$ cat src/rtl/cmd_rx_pkt_pkg.sv
// Shared constants for the command packet receiver: framing byte, op encodings
// and CRC polynomial.
package cmd_rx_pkt_pkg;

  localparam logic [7:0] CMD_RX_START  = 8'hA5;

  localparam logic [2:0] CMD_OP_NOP    = 3'd0;
  localparam logic [2:0] CMD_OP_MREAD  = 3'd1;
  localparam logic [2:0] CMD_OP_MWRITE = 3'd2;
  localparam logic [2:0] CMD_OP_STALL  = 3'd3;

  // CRC-8, x^8 + x^2 + x + 1, MSB first, no reflection
  localparam logic [7:0] CRC8_POLY     = 8'h07;

  function automatic logic op_known(input logic [2:0] op);
    return (op == CMD_OP_NOP) || (op == CMD_OP_MREAD) ||
           (op == CMD_OP_MWRITE) || (op == CMD_OP_STALL);
  endfunction

endpackage

$ cat src/rtl/cmd_rx_pkt_crc8.sv
// Combinational one-byte CRC-8 update: o_crc = crc8(i_crc, i_data).
module cmd_rx_pkt_crc8
  import cmd_rx_pkt_pkg::*;
(
  input  logic [7:0] i_data,
  input  logic [7:0] i_crc,
  output logic [7:0] o_crc
);

  always_comb begin
    logic [7:0] c;
    c = i_crc ^ i_data;
    for (int i = 0; i < 8; i++) begin
      c = c[7] ? ({c[6:0], 1'b0} ^ CRC8_POLY) : {c[6:0], 1'b0};
    end
    o_crc = c;
  end

endmodule

$ cat src/rtl/cmd_rx_pkt.sv
// Byte-stream command packet receiver: frames START/OP/SIZE/ADDR/CRC packets,
// checks CRC-8 and hands memory requests to a single-entry holding register.
//
// state   | meaning
// IDLE    | hunting for the START byte, other bytes dropped
// OP      | next byte is the op byte
// SIZE    | collecting word-count bytes, LS first
// ADDR    | collecting address bytes, LS first
// CRC     | next byte is the CRC, packet is resolved on acceptance
// STALL   | halted until reset, nothing accepted
module cmd_rx_pkt
  import cmd_rx_pkt_pkg::*;
#(
  parameter  int ADDR_BYTES     = 4,
  parameter  int SIZE_BYTES     = 1,
  parameter  int TIMEOUT_CYCLES = 1024,
  parameter  int CNT_W          = 8,
  localparam int ADDR_W         = 8 * ADDR_BYTES,
  localparam int SIZE_W         = 8 * SIZE_BYTES
) (
  input  logic              i_clk,
  input  logic              i_rst_n,
  input  logic [7:0]        i_rx_data,
  input  logic              i_rx_valid,
  output logic              o_rx_ready,
  output logic              o_mreq_valid,
  input  logic              i_mreq_ready,
  output logic              o_mreq_wr,
  output logic [1:0]        o_mreq_wsize,
  output logic              o_mreq_aincr,
  output logic [SIZE_W-1:0] o_mreq_size,
  output logic [ADDR_W-1:0] o_mreq_addr,
  output logic              o_err_crc,
  output logic              o_err_timeout,
  output logic              o_err_op,
  output logic [CNT_W-1:0]  o_cnt_crc,
  output logic [CNT_W-1:0]  o_cnt_timeout,
  output logic              o_stalled
);

  localparam logic [2:0] S_IDLE  = 3'd0;
  localparam logic [2:0] S_OP    = 3'd1;
  localparam logic [2:0] S_SIZE  = 3'd2;
  localparam logic [2:0] S_ADDR  = 3'd3;
  localparam logic [2:0] S_CRC   = 3'd4;
  localparam logic [2:0] S_STALL = 3'd5;

  localparam logic [1:0] SIZE_LAST = 2'(SIZE_BYTES - 1);
  localparam logic [1:0] ADDR_LAST = 2'(ADDR_BYTES - 1);

  localparam int TMO_W = (TIMEOUT_CYCLES > 1) ? $clog2(TIMEOUT_CYCLES) : 1;
  localparam logic [TMO_W-1:0] TMO_LOAD =
    (TIMEOUT_CYCLES > 0) ? TMO_W'(TIMEOUT_CYCLES - 1) : '0;

  logic [2:0]        state;
  logic [1:0]        idx;
  logic [7:0]        crc_q, crc_nxt;
  logic [2:0]        op_q;
  logic              aincr_q;
  logic [1:0]        wsize_q;
  logic [SIZE_W-1:0] size_q;
  logic [ADDR_W-1:0] addr_q;
  logic [TMO_W-1:0]  tmo_cnt;
  logic              accept, crc_done, crc_good, mreq_take, tmo_run, tmo_hit;

  // chain is seeded with 0 when the START byte is hashed in IDLE
  cmd_rx_pkt_crc8 u_crc8 (
    .i_data (i_rx_data),
    .i_crc  ((state == S_IDLE) ? 8'h00 : crc_q),
    .o_crc  (crc_nxt)
  );

  assign o_rx_ready = (state != S_STALL) &&
                      !(state == S_CRC && o_mreq_valid && !i_mreq_ready);
  assign accept     = i_rx_valid && o_rx_ready;
  assign crc_done   = accept && (state == S_CRC);
  assign crc_good   = (crc_nxt == 8'h00);
  assign mreq_take  = crc_done && crc_good &&
                      (op_q == CMD_OP_MREAD || op_q == CMD_OP_MWRITE);
  assign o_err_crc  = crc_done && !crc_good;
  assign o_err_op   = crc_done && crc_good && !op_known(op_q);
  assign o_stalled  = (state == S_STALL);

  // the timer only runs while a partial packet is waiting on the sender
  assign tmo_run = (TIMEOUT_CYCLES != 0) && !accept &&
                   ((state == S_OP) || (state == S_SIZE) || (state == S_ADDR) ||
                    (state == S_CRC && o_rx_ready));
  assign tmo_hit = tmo_run && (tmo_cnt == '0);

  always_ff @(posedge i_clk or negedge i_rst_n) begin
    if (!i_rst_n) begin
      state         <= S_IDLE;
      idx           <= '0;
      crc_q         <= '0;
      op_q          <= '0;
      aincr_q       <= 1'b0;
      wsize_q       <= '0;
      size_q        <= '0;
      addr_q        <= '0;
      tmo_cnt       <= TMO_LOAD;
      o_err_timeout <= 1'b0;
    end else begin
      o_err_timeout <= tmo_hit;
      if (accept) begin
        tmo_cnt <= TMO_LOAD;
        crc_q   <= crc_nxt;
      end else if (tmo_run) begin
        tmo_cnt <= tmo_cnt - TMO_W'(1);
      end

      if (tmo_hit) begin
        state <= S_IDLE;
      end else if (accept) begin
        case (state)
          S_IDLE: if (i_rx_data == CMD_RX_START) state <= S_OP;
          S_OP: begin
            op_q    <= i_rx_data[2:0];
            aincr_q <= i_rx_data[3];
            wsize_q <= i_rx_data[5:4];
            idx     <= '0;
            state   <= S_SIZE;
          end
          S_SIZE: begin
            size_q <= SIZE_W'({i_rx_data, size_q} >> 8);
            if (idx == SIZE_LAST) begin
              idx   <= '0;
              state <= S_ADDR;
            end else begin
              idx <= idx + 2'd1;
            end
          end
          S_ADDR: begin
            addr_q <= ADDR_W'({i_rx_data, addr_q} >> 8);
            if (idx == ADDR_LAST) state <= S_CRC;
            else                  idx   <= idx + 2'd1;
          end
          S_CRC:   state <= (crc_good && op_q == CMD_OP_STALL) ? S_STALL : S_IDLE;
          default: state <= S_IDLE;
        endcase
      end
    end
  end

  // holding register: a load can only coincide with a drain, never overwrite
  always_ff @(posedge i_clk or negedge i_rst_n) begin
    if (!i_rst_n) begin
      o_mreq_valid <= 1'b0;
      o_mreq_wr    <= 1'b0;
      o_mreq_wsize <= '0;
      o_mreq_aincr <= 1'b0;
      o_mreq_size  <= '0;
      o_mreq_addr  <= '0;
    end else if (mreq_take) begin
      o_mreq_valid <= 1'b1;
      o_mreq_wr    <= (op_q == CMD_OP_MWRITE);
      o_mreq_wsize <= wsize_q;
      o_mreq_aincr <= aincr_q;
      o_mreq_size  <= size_q;
      o_mreq_addr  <= addr_q;
    end else if (o_mreq_valid && i_mreq_ready) begin
      o_mreq_valid <= 1'b0;
    end
  end

  always_ff @(posedge i_clk or negedge i_rst_n) begin
    if (!i_rst_n) begin
      o_cnt_crc     <= '0;
      o_cnt_timeout <= '0;
    end else begin
      if (o_err_crc && o_cnt_crc != '1)   o_cnt_crc     <= o_cnt_crc + CNT_W'(1);
      if (tmo_hit && o_cnt_timeout != '1) o_cnt_timeout <= o_cnt_timeout + CNT_W'(1);
    end
  end

endmodule

$ cat config.mk
export PLATFORM = sky130hd
export DESIGN_NAME = cmd_rx_pkt
export DESIGN_NICKNAME = d
export VERILOG_FILES = /design/src/rtl/cmd_rx_pkt_pkg.sv /design/src/rtl/cmd_rx_pkt_crc8.sv /design/src/rtl/cmd_rx_pkt.sv
export SDC_FILE = /design/constraint.sdc
export NUM_CORES = 1
export LEC_CHECK = 0
export ABC_AREA = 1
export BUFFER_PORTS_ARGS = -buffer_cell sky130_fd_sc_hd__buf_4
export CAP_MARGIN = 20
export CORE_MARGIN = 10
export CORE_UTILIZATION = 45
export CTS_CLUSTER_DIAMETER = 150
export CTS_CLUSTER_SIZE = 24
export DETAILED_ROUTE_END_ITERATION = 10
export HOLD_SLACK_MARGIN = 0.08
export PLACE_DENSITY = 0.73
export SYNTH_ARGS = -nofsm -noshare
export SYNTH_HDL_FRONTEND = slang
export SYNTH_SLANG_ARGS = --single-unit
$ cat constraint.sdc
create_clock -name i_clk -period 4.8 [get_ports i_clk]
set_input_delay 0.72 -clock i_clk [delete_from_list [all_inputs] [get_ports i_clk]]
set_output_delay 0.72 -clock i_clk [all_outputs]
set_load 0.05 [all_outputs]
Yosys cells after proc, flatten, opt, wreduce, memory -nomap -nowiden

Index checks and enable logic that the tools add are counted.

Register bits: 131
Input port bits: 12
Output and inout bits: 66
Word-level logic and storage cells: 114

$add $sub $neg: 4
Equality and inequality tests: 17
Mux-type cells: 23
Bitwise gates (word level): 10
Reductions and logical operators: 42

Operator list:

| kind                                                  | number |
|---|---|
| 2-to-1 mux 3 bit                                      | 14 |
| NOT 3 bit                                             | 8 |
| 2-to-1 mux 10 bit                                     | 2 |
| adder 8 x 1 -> 8 bit, second input constant           | 2 |
| logical AND 1 bit                                     | 16 |
| inequality test 8 bit, second input constant          | 2 |
| one-hot mux 3 bit (5 select lines)                    | 1 |
| equality test 3 x 2 -> 1 bit, second input constant   | 4 |
| logical NOT 10 bit                                    | 1 |
| subtractor 10 x 1 -> 10 bit, second input constant    | 1 |
| inequality test 3 x 2 -> 1 bit, second input constant | 3 |
| AND reduction 3 bit                                   | 3 |
| equality test 8 bit, second input constant            | 1 |
| logical NOT 8 bit                                     | 1 |
| 2-to-1 mux 8 bit                                      | 1 |
| AND reduction 4 bit                                   | 2 |
| XOR 8 bit                                             | 1 |
| logical OR 1 bit                                      | 7 |
| equality test 3 x 1 -> 1 bit, second input constant   | 2 |
| equality test 3 bit, second input constant            | 2 |
| logical NOT 3 bit                                     | 2 |
| one-hot mux 2 bit (3 select lines)                    | 1 |
| nonzero test 2 bit                                    | 3 |
| logical NOT 1 bit                                     | 5 |
| 9 further kinds                                       | 11 |

Logic depth before layout (Yosys ltp)

Gate-level depths: netlist of run 1.

Depth in word-level cells: 25
Mapped depth: 16
Depth with buffers taken out: 15

Modules after synthesis

Synthesis of run 1 repeated with hierarchy kept, for this count alone.

Cells, all modules: 773
Area, all modules: 6263.5 um^2

By module, submodules not included:

| module          | instances | cells an instance | area an instance (um^2) | seq. area each (um^2) |
|---|---|---|---|---|
| cmd_rx_pkt      | 1         | 692               | 5900.7                  | 3290.7 |
| cmd_rx_pkt_crc8 | 1         | 81                | 362.8                   | 0.0 |

Worst setup path before layout of run 1

Ideal clock, no wire load.

Path type: flip-flop to output port
Start: reg state[0]
End: out o_err_crc
Data arrival time: 3003 ps
Data required time: 4080 ps
Setup slack: 1077 ps
Cell stages (with the launch flop): 11
Path buffers: 1
Cells stage by stage: dfrtp_1 -> inv_1 -> nor3_1 -> a21oi_2 -> nand2_2 -> inv_2 -> nand2_1 -> inv_4 -> buf_2 -> nand2_1 -> inv_1

Elaborated cells between the ends (all ways): 30
Classes of those cells: 2 x eq/ne; 9 x mux; 9 x bitwise; 10 x reduce/logical

RTL lines:

| element                        | RTL line          | RTL |
|---|---|---|
| from (decl)                    | cmd_rx_pkt.sv:55  | `logic [2:0] state;` |
| from (signal assigned)         | cmd_rx_pkt.sv:137 | `S_CRC: state <= (crc_good && op_q == CMD_OP_STALL) ? S_STALL : S_IDLE;` |
| equality test 3 bit            | cmd_rx_pkt.sv:74  | `!(state == S_CRC && o_mreq_valid && !i_mreq_ready);` |
| logical AND 1 bit (2 in a row) | cmd_rx_pkt.sv:74  |  |
| logical NOT 1 bit              | cmd_rx_pkt.sv:74  |  |
| logical AND 1 bit (*)          | cmd_rx_pkt.sv:73  | `assign o_rx_ready = (state != S_STALL) &&` |
| via o_rx_ready                 | cmd_rx_pkt.sv:25  | `output logic o_rx_ready,` |
| logical AND 1 bit (*)          | cmd_rx_pkt.sv:75  | `assign accept = i_rx_valid && o_rx_ready;` |
| logical AND 1 bit (*)          | cmd_rx_pkt.sv:76  | `assign crc_done = accept && (state == S_CRC);` |
| logical AND 1 bit (*)          | cmd_rx_pkt.sv:80  | `assign o_err_crc = crc_done && !crc_good;` |
| to (decl)                      | cmd_rx_pkt.sv:33  | `output logic o_err_crc,` |

The timed path passes the listed nets; every way through them passes the cells marked *.

Final worst setup path of run 1

Start: reg state[1]
End: out o_err_op

Cells in the longest elaborated chain, start to end: 11
Elaborated cells between the ends (all ways): 30
Classes of those cells: 2 x eq/ne; 9 x mux; 9 x bitwise; 10 x reduce/logical

RTL lines:

| element                                                        | RTL line              | RTL |
|---|---|---|
| logical NOT 3 bit                                              | cmd_rx_pkt.sv:69      | `.i_crc ((state == S_IDLE) ? 8'h00 : crc_q),` |
| 2-to-1 mux 8 bit                                               | cmd_rx_pkt.sv:69      |  |
| XOR 8 bit                                                      | cmd_rx_pkt_crc8.sv:12 | `c = i_crc ^ i_data;` |
| NOT 3 bit (no source line) or 2-to-1 mux 3 bit (tied branches) | -                     |  |
| 2-to-1 mux 3 bit or NOT 3 bit (tied branches)                  | -                     |  |
| NOT 3 bit (no source line) or 2-to-1 mux 3 bit (tied branches) | -                     |  |
| 2-to-1 mux 3 bit or NOT 3 bit (tied branches)                  | -                     |  |
| 2-to-1 mux 3 bit                                               | cmd_rx_pkt_crc8.sv:14 | `c = c[7] ? ({c[6:0], 1'b0} ^ CRC8_POLY) : {c[6:0], 1'b0};` |
| logical NOT 8 bit                                              | cmd_rx_pkt.sv:77      | `assign crc_good = (crc_nxt == 8'h00);` |
| logical AND 1 bit (*) (2 in a row)                             | cmd_rx_pkt.sv:81      | `assign o_err_op = crc_done && crc_good && !op_known(op_q);` |
| to (decl)                                                      | cmd_rx_pkt.sv:35      | `output logic o_err_op,` |

Mark *: on every way between the ends. The rest lies on a longest branch, timed or not.

==> results by group, run 1 <==
Status
  • Status: finished, final reports clean

Global routing
  • Pin count of the biggest net entering global routing: 67
  • Antenna violations before repair: 0
  • First-pass GRT wire length: about 24 mm
  • Vias in the first global route: ~4800
  • GR Overflow Total: 0
  • GRT Total Usage: 0.149

Synthesis
  • Netlist cell types: 40
  • Share of the yosys chip area belonging to registers: 0.523
  • Mapped Area: 6290 um2
  • Most numerous cell in the Yosys netlist: nand2_1
  • Post-synth EDFFs: 0
  • Yosys top cell area share: 0.481
  • Synthesized instance count: 720
  • Yosys reg bits: around 130
  • Yosys Warn Count: 0
  • Synth top cells by count: nand2_1 (231), dfrtp_1 (121), nand4_1 (58)
  • Cell taking the most area after synthesis: dfrtp_1
  • Commonest register cell after synthesis: dfrtp_1
  • Syn Area/Cell: a little under 9 um2
  • Net Count, Synth: approximately 740
  • Async S/R FF share, synth: 1.00
  • Synth area leaders: dfrtp_1 (48%), nand2_1 (14%), nand4_1 (5.8%)

Worst setup path
  • FF-to-FF setup slack: 1.64 ns
  • Worst path most repeated cell: nand2_1
  • Critical Path Fanout Max: 21
  • CP max stage delay: 0.44 ns
  • Worst EP arrival: 3.13 ns
  • Worst EP required: between 4 and 5 ns
  • CP Launch Type: register
  • Critical path class: reg2out
  • Crit end category: output pin
  • Worst path slowest cell: dfrtp_1
  • CP Cell Sequence: nor2_2, nand2_2, nand2_1, nand2_1, nand2_1, nand2_1, nand2_1, nand2_1, nand2_1, nand2_1, nor2_4, nand2_1, nor3b_2, buf_4

Timing
  • Final Hold Viols: 0
  • Post-Route Setup TNS: 0 ns
  • Final Max Tran Viols: 0
  • Hold_ws: between 0.4 and 0.5 ns
  • Fin crit share: 0.801
  • Min cycle time layout: roughly 3.8 ns
  • RSZ-0062 raised after global routing: no
  • Max-slew headroom: 0.372
  • Fmax: between 200 and 300 MHz
  • Clock Skew: just under 0.009 ns
  • Setup Viol. Count Final: 0
  • Worst slew pin tran: between 0.9 and 1 ns

Power
  • Gate power share: 0.290
  • Pwr Density: ~550 nW/um2
  • Max VDD drop: between 200 and 300 uV
  • Switch share: 0.365
  • Int Pwr: 0.00265 W
  • Lkg Pwr: roughly 4 nW
  • Design Power: between 0.004 and 0.005 W
  • Clock power frac: 0.332
  • Psw: 0.00152 W
  • Flop pwr share: 0.378

Drt
  • Post-route DRC: 0
  • Post-DRT Antenna Nets: 0
  • Number of DRC markers in iteration 0: 334
  • Total number of vias: 5038
  • DR WL met2: around 6.7 mm
  • Detailed Routing Iterations Pass 1: 5
  • Vias/cell: 5.14
  • Met3 WL: 645 um
  • Post-DR wirelength/cell: roughly 15 um
  • Max Used Layer: met4
  • Drt total wl: 14.5 mm
  • WL met1: 6.93 mm

Place
  • GPL Wtd Cong: roughly 0.86
  • Dpl cells: around 950
  • Port bufs: 77
  • DP Wirelength: about 10 mm

CTS
  • Clk root buf: clkbuf_16
  • Post-CTS Setup Repair Bufs: 0
  • TritonCTS clock tree: done
  • Hold_buf cts: 0
  • Cts bufs inserted: 17
  • Clock Latency Late Sink: 0.42 ns
  • Worst-path clk slew: about 0.06 ns
  • # H-tree levels: 4
  • Clock sink total: approximately 130
  • Post-CTS Resized: 0
  • CTS Buffer Depth: 2

Finish
  • Area occupied by multi-input gates: roughly 2600 um2
  • FF/Latch Area: between 3000 and 4000 um2
  • Final std cells w/o fill: a little under 1000
  • P&R area growth vs syn: 20.0%
  • Layout cell share with drive strength beyond 1: 0.215
  • ANT cells: 0
  • Finished Core Util: 0.549
  • Net count, final: a little over 800
  • FILL cells: ~1300

Floorplanning
  • # IOs: 78
  • Initial Util: 0.457
  • Die area: between 15000 and 20000 um2
  • # rows: 43
  • Die Ht: between 100 and 150 um
  • Core ar.: 13800 um2
  • Die W: ~140 um

Flow run
  • Max Cap Viol: 0

Hold path
  • HP Class: in2async
power groups by stage:
stage	logic (W)	registers, W	clock network (W)
global placement	0.00118	0.00158	0
detailed placement	0.00121	0.00159	0
CTS	0.00121	0.00157	0.00141
floorplan	0.000972	0.00156	0
finish	0.00121	0.00158	0.00139
global route	0.00137	0.00161	0.00145
state kept, by name (all words and copies together), names as in the netlist:
register / flops
o_mreq_wsize: 2
o_cnt_crc: 8
o_mreq_aincr: 1
idx: 2
state: 3
o_mreq_addr: 32
o_mreq_size: 8
aincr_q: 1
tmo_cnt: 10
size_q: 8
o_cnt_timeout: 8
o_mreq_valid: 1
wsize_q: 2
op_q: 3
o_err_timeout: 1
addr_q: 32
crc_q: 8
o_mreq_wr: 1
cells by family (layout without fill, tap and decap cells):
family | count (synthesis) | in the layout | share of synthesized area
AOI/OAI and AO/OA | 73 | 73 | 0.0616
buffers and inverters | 85 | 166 | 0.0650
xor gates and xnor gates | 18 | 18 | 0.0280
DFF | 131 | 131 | 0.523
muxes | 8 | 8 | 0.0143
and+or+nand+nor | 399 | 399 | 0.296
adders and majority gates | 6 | 6 | 0.0119
worst max-delay path: cells and delay by family, from the launching register on:
kind	cells	cell delay, ns
flip-flops	1	0.44
buffers and inverters	1	0.24
AND/OR/NAND/NOR	13	2.01
worst paths after layout:
check                                       startpoint                     endpoint  cells after the start
max                               state[1]$_DFFE_PN0P_                     o_err_op                     14
min                                            i_rst_n  o_mreq_addr[12]$_DFFE_PN0P_                      1
max reg2reg                       state[0]$_DFFE_PN0P_  o_mreq_addr[15]$_DFFE_PN0P_                     11
min reg2reg                o_mreq_addr[14]$_DFFE_PN0P_  o_mreq_addr[14]$_DFFE_PN0P_                      2
max in group asynchronous                      i_rst_n       tmo_cnt[9]$_DFFE_PN1P_                      2
min in group i_clk                        i_mreq_ready     o_mreq_valid$_DFFE_PN0P_                      2
per-layer routing:
layer	GRT usage	vias up
met5	0	-
li1	-	2517
met3	0.0442	17
met1	0.197	2418
met4	0.0566	0
met2	0.226	86
metrics by stage:
step / worst slack, ns / area (um2)
2_1_floorplan: 1.08 / 6290
3_5_place_dp: 1.39 / 6920
4_1_cts: 0.939 / 7550
5_1_grt: 0.701 / 7550
3_3_place_gp: 1.42 / 6920
6_report: 0.953 / 7550
area by class of cell:
type | instances | share of cell area
sequential | 131 | 0.436
multi-input combinational | 504 | 0.343
timing repair buffer | 81 | 0.0805
clock buffer | 20 | 0.0605
tap | 180 | 0.0298
inverter | 53 | 0.0267
clock inverter | 12 | 0.0237
layout by cell type (no fill, tap or decap), drive strengths merged, types with 4 or more instances in the layout:
| cell | count |
|---|---|
| a21oi | 13 |
| buf | 81 |
| bufinv | 4 |
| clkbuf | 20 |
| clkinv | 4 |
| dfrtp | 121 |
| dfstp | 10 |
| ha | 6 |
| inv | 54 |
| mux2 | 8 |
| nand2 | 256 |
| nand3 | 39 |
| nand4 | 59 |
| nor2 | 30 |
| nor3 | 8 |
| o21ai | 54 |
| xor2 | 15 |
Power figures use the tool's default switching activity.
==> run 2: changes to the inputs <==
- clock period: 4.8 -> 3.6 ns (I/O delays scaled with it)
==> run 2 against run 1 <==
Design area rose by 2.0%. Register-to-register slack got worse by 0.60 ns. Critical path depth did not move. Core utilization rose by 1.1 points. Sequential power rose by 33%. Worst hold slack got worse by 0.20 ns. Wire length fell by 0.28%. Sequential cell count did not move. Critical endpoint unchanged.
==> results by group, run 2 (same netlist as run 1, synthesis figures left out) <==
Status
  • Status: finished, final reports clean (unchanged)

Finish
  • Net count, final: 813 (was 806)
  • P&R area growth vs syn: 22.4% (was 20.0%)
  • Final instance area: 7700 um2 (was 7550 um2)
  • Layout cell share with drive strength beyond 1: 0.223 (was 0.215)
  • Biggest registers after layout: addr_q (32), o_mreq_addr (32), tmo_cnt (10) (unchanged)
  • FILL cells: 1274 (was 1266)
  • Most common cell after layout, fill and taps aside: nand2_1 (unchanged)
  • Most frequent cells in the layout: nand2_1 (230), dfrtp_1 (121), buf_4 (85) (was nand2_1 (231), dfrtp_1 (121), buf_4 (81))
  • ANT cells: 0 (unchanged)

Power
  • Max VDD drop: 545 uV (was 264 uV)
  • Lkg Pwr: 4.03 nW (was 3.96 nW)
  • Pwr Density: 747 nW/um2 (was 553 nW/um2)

Timing
  • Final Hold Viols: 0 (unchanged)
  • Fmax: around 300 MHz
  • Post-Route Setup TNS: 0 ns (unchanged)
  • Setup Viol. Count Final: 0 (unchanged)
  • Clock Skew: 0.00597 ns (was 0.00894 ns)
  • Final Max Tran Viols: 0 (unchanged)
  • Worst slew pin tran: 0.832 ns (was 0.939 ns)
  • RSZ-0062 raised after global routing: no (unchanged)
  • Hold_ws: 0.210 ns (was 0.409 ns)
  • Max-slew headroom: 0.446 (was 0.372)
  • Min cycle time layout: ~3.3 ns
  • Fin crit share: 0.920

Global routing
  • GRT Total Usage: 0.150 (was 0.149)
  • GR Overflow Total: 0 (unchanged)
  • Pin count of the biggest net entering global routing: 68 (was 67)
  • First-pass GRT wire length: 24.1 mm (about the same)
  • Antenna violations before repair: 0 (unchanged)
  • Vias in the first global route: 4888 (was 4763)

Place
  • Port bufs: 77 (unchanged)
  • GPL Wtd Cong: 0.884 (was 0.864)
  • DP Area: 7010 um2 (was 6920 um2)
  • DP Wirelength: 9.92 mm (was 9.98 mm)

Floorplanning
  • # rows: 43 (unchanged)
  • Core ar.: 13800 um2 (unchanged)
  • Die W: 138 um (unchanged)
  • Die area: 19100 um2 (unchanged)
  • Initial Util: 0.457 (unchanged)
  • # IOs: 78 (unchanged)
  • Die Ht: 138 um (unchanged)

CTS
  • Hold_buf cts: 0 (unchanged)
  • Post-CTS Setup Repair Bufs: 0 (unchanged)
  • Cts bufs inserted: 17 (unchanged)
  • TritonCTS clock tree: done (unchanged)
  • Clock sink total: 131 (unchanged)
  • Clock Latency Late Sink: 0.42 ns (about the same)
  • # H-tree levels: 4 (unchanged)
  • CTS Buffer Depth: 2 (unchanged)
  • Clk root buf: clkbuf_16 (unchanged)
  • Worst-path clk slew: 0.06 ns (about the same)

Worst setup path
  • Worst EP required: 3.06 ns (was 4.08 ns)
  • CP max stage delay: 0.44 ns (about the same)
  • FF-to-FF End: o_cnt_crc[7]$_DFFE_PN0P_ (was o_mreq_addr[15]$_DFFE_PN0P_)
  • FF-to-FF setup slack: 1.04 ns (was 1.64 ns)
  • Reg2Reg Launch Point: state[1]$_DFFE_PN0P_ (was state[0]$_DFFE_PN0P_)
  • Worst EP arrival: 2.77 ns (was 3.13 ns)
  • Crit end category: output pin (unchanged)
  • Worst path slowest cell: dfrtp_1 (unchanged)
  • CP Cell Sequence: nor2_2, nand2_4, nand2_1, nand2_1, nand2_1, nand2_1, nand2_1, nand2_1, nand2_1, nand2_1, nor2_4, nand2_2, nor3b_2, buf_4 (was nor2_2, nand2_2, nand2_1, nand2_1, nand2_1, nand2_1, nand2_1, nand2_1, nand2_1, nand2_1, nor2_4, nand2_1, nor3b_2, buf_4)
  • Worst path most repeated cell: nand2_1 (unchanged)
  • R2R depth: 12 (was 11)
  • CP Launch Type: register (unchanged)
  • Critical path class: reg2out (unchanged)
  • Critical path launch point: state[1]$_DFFE_PN0P_ (unchanged)
  • Critical Path Fanout Max: 21 (unchanged)

Drt
  • Detailed Routing Iterations Pass 1: 7 (was 5)
  • Total number of vias: 5097 (was 5038)
  • Number of DRC markers in iteration 0: 490 (was 334)
  • Post-DRT Antenna Nets: 0 (unchanged)
  • Post-route DRC: 0 (unchanged)
  • Vias/cell: 5.16 (was 5.14)
  • Post-DR wirelength/cell: 14.6 um (was 14.7 um)
  • Drt total wl: 14.4 mm (was 14.5 mm)

Flow run
  • Max Cap Viol: 0 (unchanged)

Hold path
  • HP Class: in2async (unchanged)
[run 2: layer usage]
layer / wire [um] / global-route usage
met4: 170 / 0.0555
met3: 865 / 0.0435
met5: 0 / 0
met1: 6540 / 0.194
met2: 6840 / 0.232
[run 2: per-stage QoR]
step	worst slack [ns]	std cells	power [W]	util
after floorplan	0.0566	720	0.00338	-
after global placement	0.608	956	0.00370	0.509
after detailed placement	0.512	956	0.00376	0.509
after CTS	0.0396	987	0.00578	0.559
after global routing	0.0345	987	0.00610	0.559
final	0.287	987	0.00575	0.559
[run 2: how the worst max path moves through the flow]
stage                end  slack [ns]  cells past startpoint
2_1_floorplan  o_err_crc        0.06                     10
3_5_place_dp    o_err_op        0.51                     14
6_report        o_err_op        0.29                     14
4_1_cts         o_err_op        0.04                     14
3_3_place_gp    o_err_op        0.61                     14
5_1_grt         o_err_op        0.03                     14
[run 2: layout make-up]
type / count / area (um2) / share of cell area
tap: 180 / 225 / 0.0292
sequential: 131 / 3290 / 0.427
clock buffer: 17 / 425 / 0.0552
timing repair buffer: 88 / 698 / 0.0906
clock inverter: 14 / 260 / 0.0338
inverter: 53 / 201 / 0.0262
multi-input combinational: 504 / 2600 / 0.338
[run 2: worst max-delay path: cells and delay by family, from the launching register on]
kind	cells	cell delay [ns]
AND/OR/NAND/NOR	13	1.68
flip-flops	1	0.44
buffers and inverters	1	0.22
[run 2: power by group]
group	switching (W)	internal, W	total [W]	leakage [nW]
Combinational	0.00112	0.000541	0.00166	2.02
Sequential	0.000275	0.00182	0.00210	1.68
Clock	0.000634	0.00136	0.00200	0.325
Total	0.00202	0.00373	0.00575	4.03
[run 2: what timing repair did]
item	CTS	global route
endpoints found under the hold margin	0	0
endpoints found under the setup margin	0	2
gates resized for setup	0	2
==> run 3: changes to the inputs <==
- REMOVE_ABC_BUFFERS: not set -> 1
==> run 3 against run 2 <==
Maximum frequency is 1.4% higher. Via count grew 0.47%. Sequential cell count stayed put. Non-clock buffer count is 1 higher. Die area unchanged. Power decreased by 5.3%. Register-to-register slack got worse by 0.13 ns. Worst hold slack improved by 0.078 ns. Final cell count grew 0.20%. Sequential share of layout area up 0.61 points. Clock power shrank 15%. Clock-buffer cell count rose by 10. Critical path type unchanged.
==> results by group, run 3 (same netlist as run 1, synthesis figures left out) <==
Status
  • Status: finished, final reports clean (unchanged)

Global routing
  • First-pass GRT wire length: 24.6 mm (was 24.1 mm)
  • GR Overflow Total: 0 (unchanged)
  • Vias in the first global route: 4943 (was 4888)
  • GRT Total Usage: 0.152 (was 0.150)
  • Pin count of the biggest net entering global routing: 67 (was 68)
  • Antenna violations before repair: 0 (unchanged)

Finish
  • Layout cell share with drive strength beyond 1: 0.218 (was 0.223)
  • Finished Core Util: 0.551 (was 0.559)
  • Net count, final: 814 (was 813)
  • FF/Latch Area: 3290 um2 (unchanged)
  • Most frequent cells in the layout: nand2_1 (229), dfrtp_1 (121), buf_4 (86) (was nand2_1 (230), dfrtp_1 (121), buf_4 (85))
  • ANT cells: 0 (unchanged)
  • FILL cells: 1257 (was 1274)
  • P&R area growth vs syn: 20.7% (was 22.4%)
  • Final instance area: 7590 um2 (was 7700 um2)
  • Biggest registers after layout: addr_q (32), o_mreq_addr (32), tmo_cnt (10) (unchanged)
  • Most common cell after layout, fill and taps aside: nand2_1 (unchanged)
  • Area occupied by multi-input gates: 2600 um2 (about the same)

CTS
  • Post-CTS Setup Repair Bufs: 0 (unchanged)
  • CTS Buffer Depth: 2 (unchanged)
  • TritonCTS clock tree: done (unchanged)
  • Clock sink total: 131 (unchanged)
  • Worst-path clk slew: 0.06 ns (about the same)
  • Cts bufs inserted: 17 (unchanged)
  • # H-tree levels: 4 (unchanged)
  • Clock Latency Late Sink: 0.42 ns (about the same)
  • Clk root buf: clkbuf_16 (unchanged)

Timing
  • Max-slew headroom: 0.589 (was 0.446)
  • Fmax: 306 MHz (was 302 MHz)
  • Min cycle time layout: 3.27 ns (was 3.31 ns)
  • RSZ-0062 raised after global routing: no (unchanged)
  • Worst slew pin tran: 0.612 ns (was 0.832 ns)
  • Post-Route Setup TNS: 0 ns (unchanged)
  • Hold_ws: 0.288 ns (was 0.210 ns)
  • Final Hold Viols: 0 (unchanged)
  • Setup Viol. Count Final: 0 (unchanged)
  • Fin crit share: 0.907 (was 0.920)
  • Clock Skew: 0.00869 ns (was 0.00597 ns)
  • Final Max Tran Viols: 0 (unchanged)

Drt
  • Drt total wl: 14.6 mm (was 14.4 mm)
  • Total number of vias: 5121 (was 5097)
  • Vias/cell: 5.18 (was 5.16)
  • Post-route DRC: 0 (unchanged)
  • Number of DRC markers in iteration 0: 437 (was 490)
  • Detailed Routing Iterations Pass 1: 5 (was 7)
  • Post-DR wirelength/cell: 14.7 um (was 14.6 um)
  • Post-DRT Antenna Nets: 0 (unchanged)

Worst setup path
  • Worst EP arrival: 2.73 ns (was 2.77 ns)
  • Reg2Reg Launch Point: state[0]$_DFFE_PN0P_ (was state[1]$_DFFE_PN0P_)
  • Critical path class: reg2out (unchanged)
  • FF-to-FF End: o_mreq_addr[20]$_DFFE_PN0P_ (was o_cnt_crc[7]$_DFFE_PN0P_)
  • Worst EP required: 3.06 ns (about the same)
  • Critical path launch point: state[1]$_DFFE_PN0P_ (unchanged)
  • Crit path to: o_err_op (unchanged)
  • Crit end category: output pin (unchanged)
  • CP Launch Type: register (unchanged)
  • FF-to-FF setup slack: 0.91 ns (was 1.04 ns)
  • R2R depth: 12 (unchanged)
  • Critical Path Fanout Max: 21 (unchanged)

Power
  • Max VDD drop: 400 uV (was 545 uV)
  • Lkg Pwr: 3.99 nW (was 4.03 nW)
  • Pwr Density: 717 nW/um2 (was 747 nW/um2)

Place
  • Port bufs: 77 (unchanged)
  • GPL Wtd Cong: 0.887 (was 0.884)
  • DP Area: 7000 um2 (was 7010 um2)
  • DP Wirelength: 10.1 mm (was 9.92 mm)

Floorplanning
  • # rows: 43 (unchanged)
  • Die Ht: 138 um (unchanged)
  • Core ar.: 13800 um2 (unchanged)
  • # IOs: 78 (unchanged)
  • Die W: 138 um (unchanged)
  • Die area: 19100 um2 (unchanged)
  • Initial Util: 0.457 (unchanged)

Hold path
  • HP Class: in2reg (was in2async)
  • Min-Delay Startpoint: i_mreq_ready

Flow run
  • Max Cap Viol: 0 (unchanged)
## run 3: cell types whose count changed in the layout (fill, tap and decap cells not counted), sizes merged
cell,before,now
dlygate4sd3,0,1
clkinvlp,3,0
clkinv,4,3
bufinv,7,2
clkbuf,17,27
## run 3: worst min path at each step
stage / end / slack, ns / cells after the start
4_1_cts: o_mreq_valid$_DFFE_PN0P_ / 0.27 / 2
2_1_floorplan: addr_q[0]$_DFFE_PN0P_ / 0.24 / 0
3_3_place_gp: o_mreq_addr[0]$_DFFE_PN0P_ / 0.47 / 2
5_1_grt: o_mreq_valid$_DFFE_PN0P_ / 0.28 / 2
3_5_place_dp: o_mreq_addr[5]$_DFFE_PN0P_ / 0.47 / 2
6_report: o_mreq_valid$_DFFE_PN0P_ / 0.29 / 2
## run 3: critical path, stage by stage, from the launching register on
cell	delay [ns]
dfrtp_1	0.45
nor2_2	0.23
nand2_4	0.21
nand2_1	0.13
nand2_1	0.07
nand2_2	0.11
nand2_2	0.09
nand2_2	0.09
nand2_1	0.05
nand2_1	0.07
nand2_1	0.09
nor2_4	0.15
nand2_2	0.15
nor3b_2	0.18
buf_4	0.22
## run 3: metal layers
| metal | track usage | up-vias | routed length, um | part of all wire |
|---|---|---|---|---|
| met5 | 0 | - | 0 | 0 |
| met2 | 0.239 | 124 | 6840 | 0.47 |
| li1 | - | 2533 | - | - |
| met3 | 0.0432 | 18 | 698 | 0.048 |
| met1 | 0.195 | 2446 | 6780 | 0.46 |
| met4 | 0.0566 | 0 | 257 | 0.018 |
## run 3: power by group
part	switching [W]	total [W]	internal, W	leakage (nW)
Clock	0.000602	0.00169	0.00109	0.285
Sequential	0.000263	0.00209	0.00182	1.68
Combinational	0.00113	0.00167	0.000540	2.03
## run 3: repair_timing
item / in CTS / in global routing
hold endpoints to repair: 31 / 0
hold buffers: 1 / 0
setup endpoints to repair: 0 / 2
gates resized for setup: 0 / 2
## run 3: layout make-up
class | instances | share of cell area
clock buffers | 27 | 0.0662
inverters | 53 | 0.0265
flip-flops and latches | 131 | 0.433
repair buffers | 89 | 0.0916
multi-input cells | 504 | 0.343
well taps | 180 | 0.0297
clock inverters | 5 | 0.00988
## run 3: per-stage QoR
step	std cells	total power (W)	setup slack (ns)
6_report	989	0.00545	0.335
5_1_grt	989	0.00582	0.0587
3_3_place_gp	956	0.00370	0.658
2_1_floorplan	688	0.00330	-0.373
3_5_place_dp	956	0.00375	0.564
4_1_cts	989	0.00546	0.0957
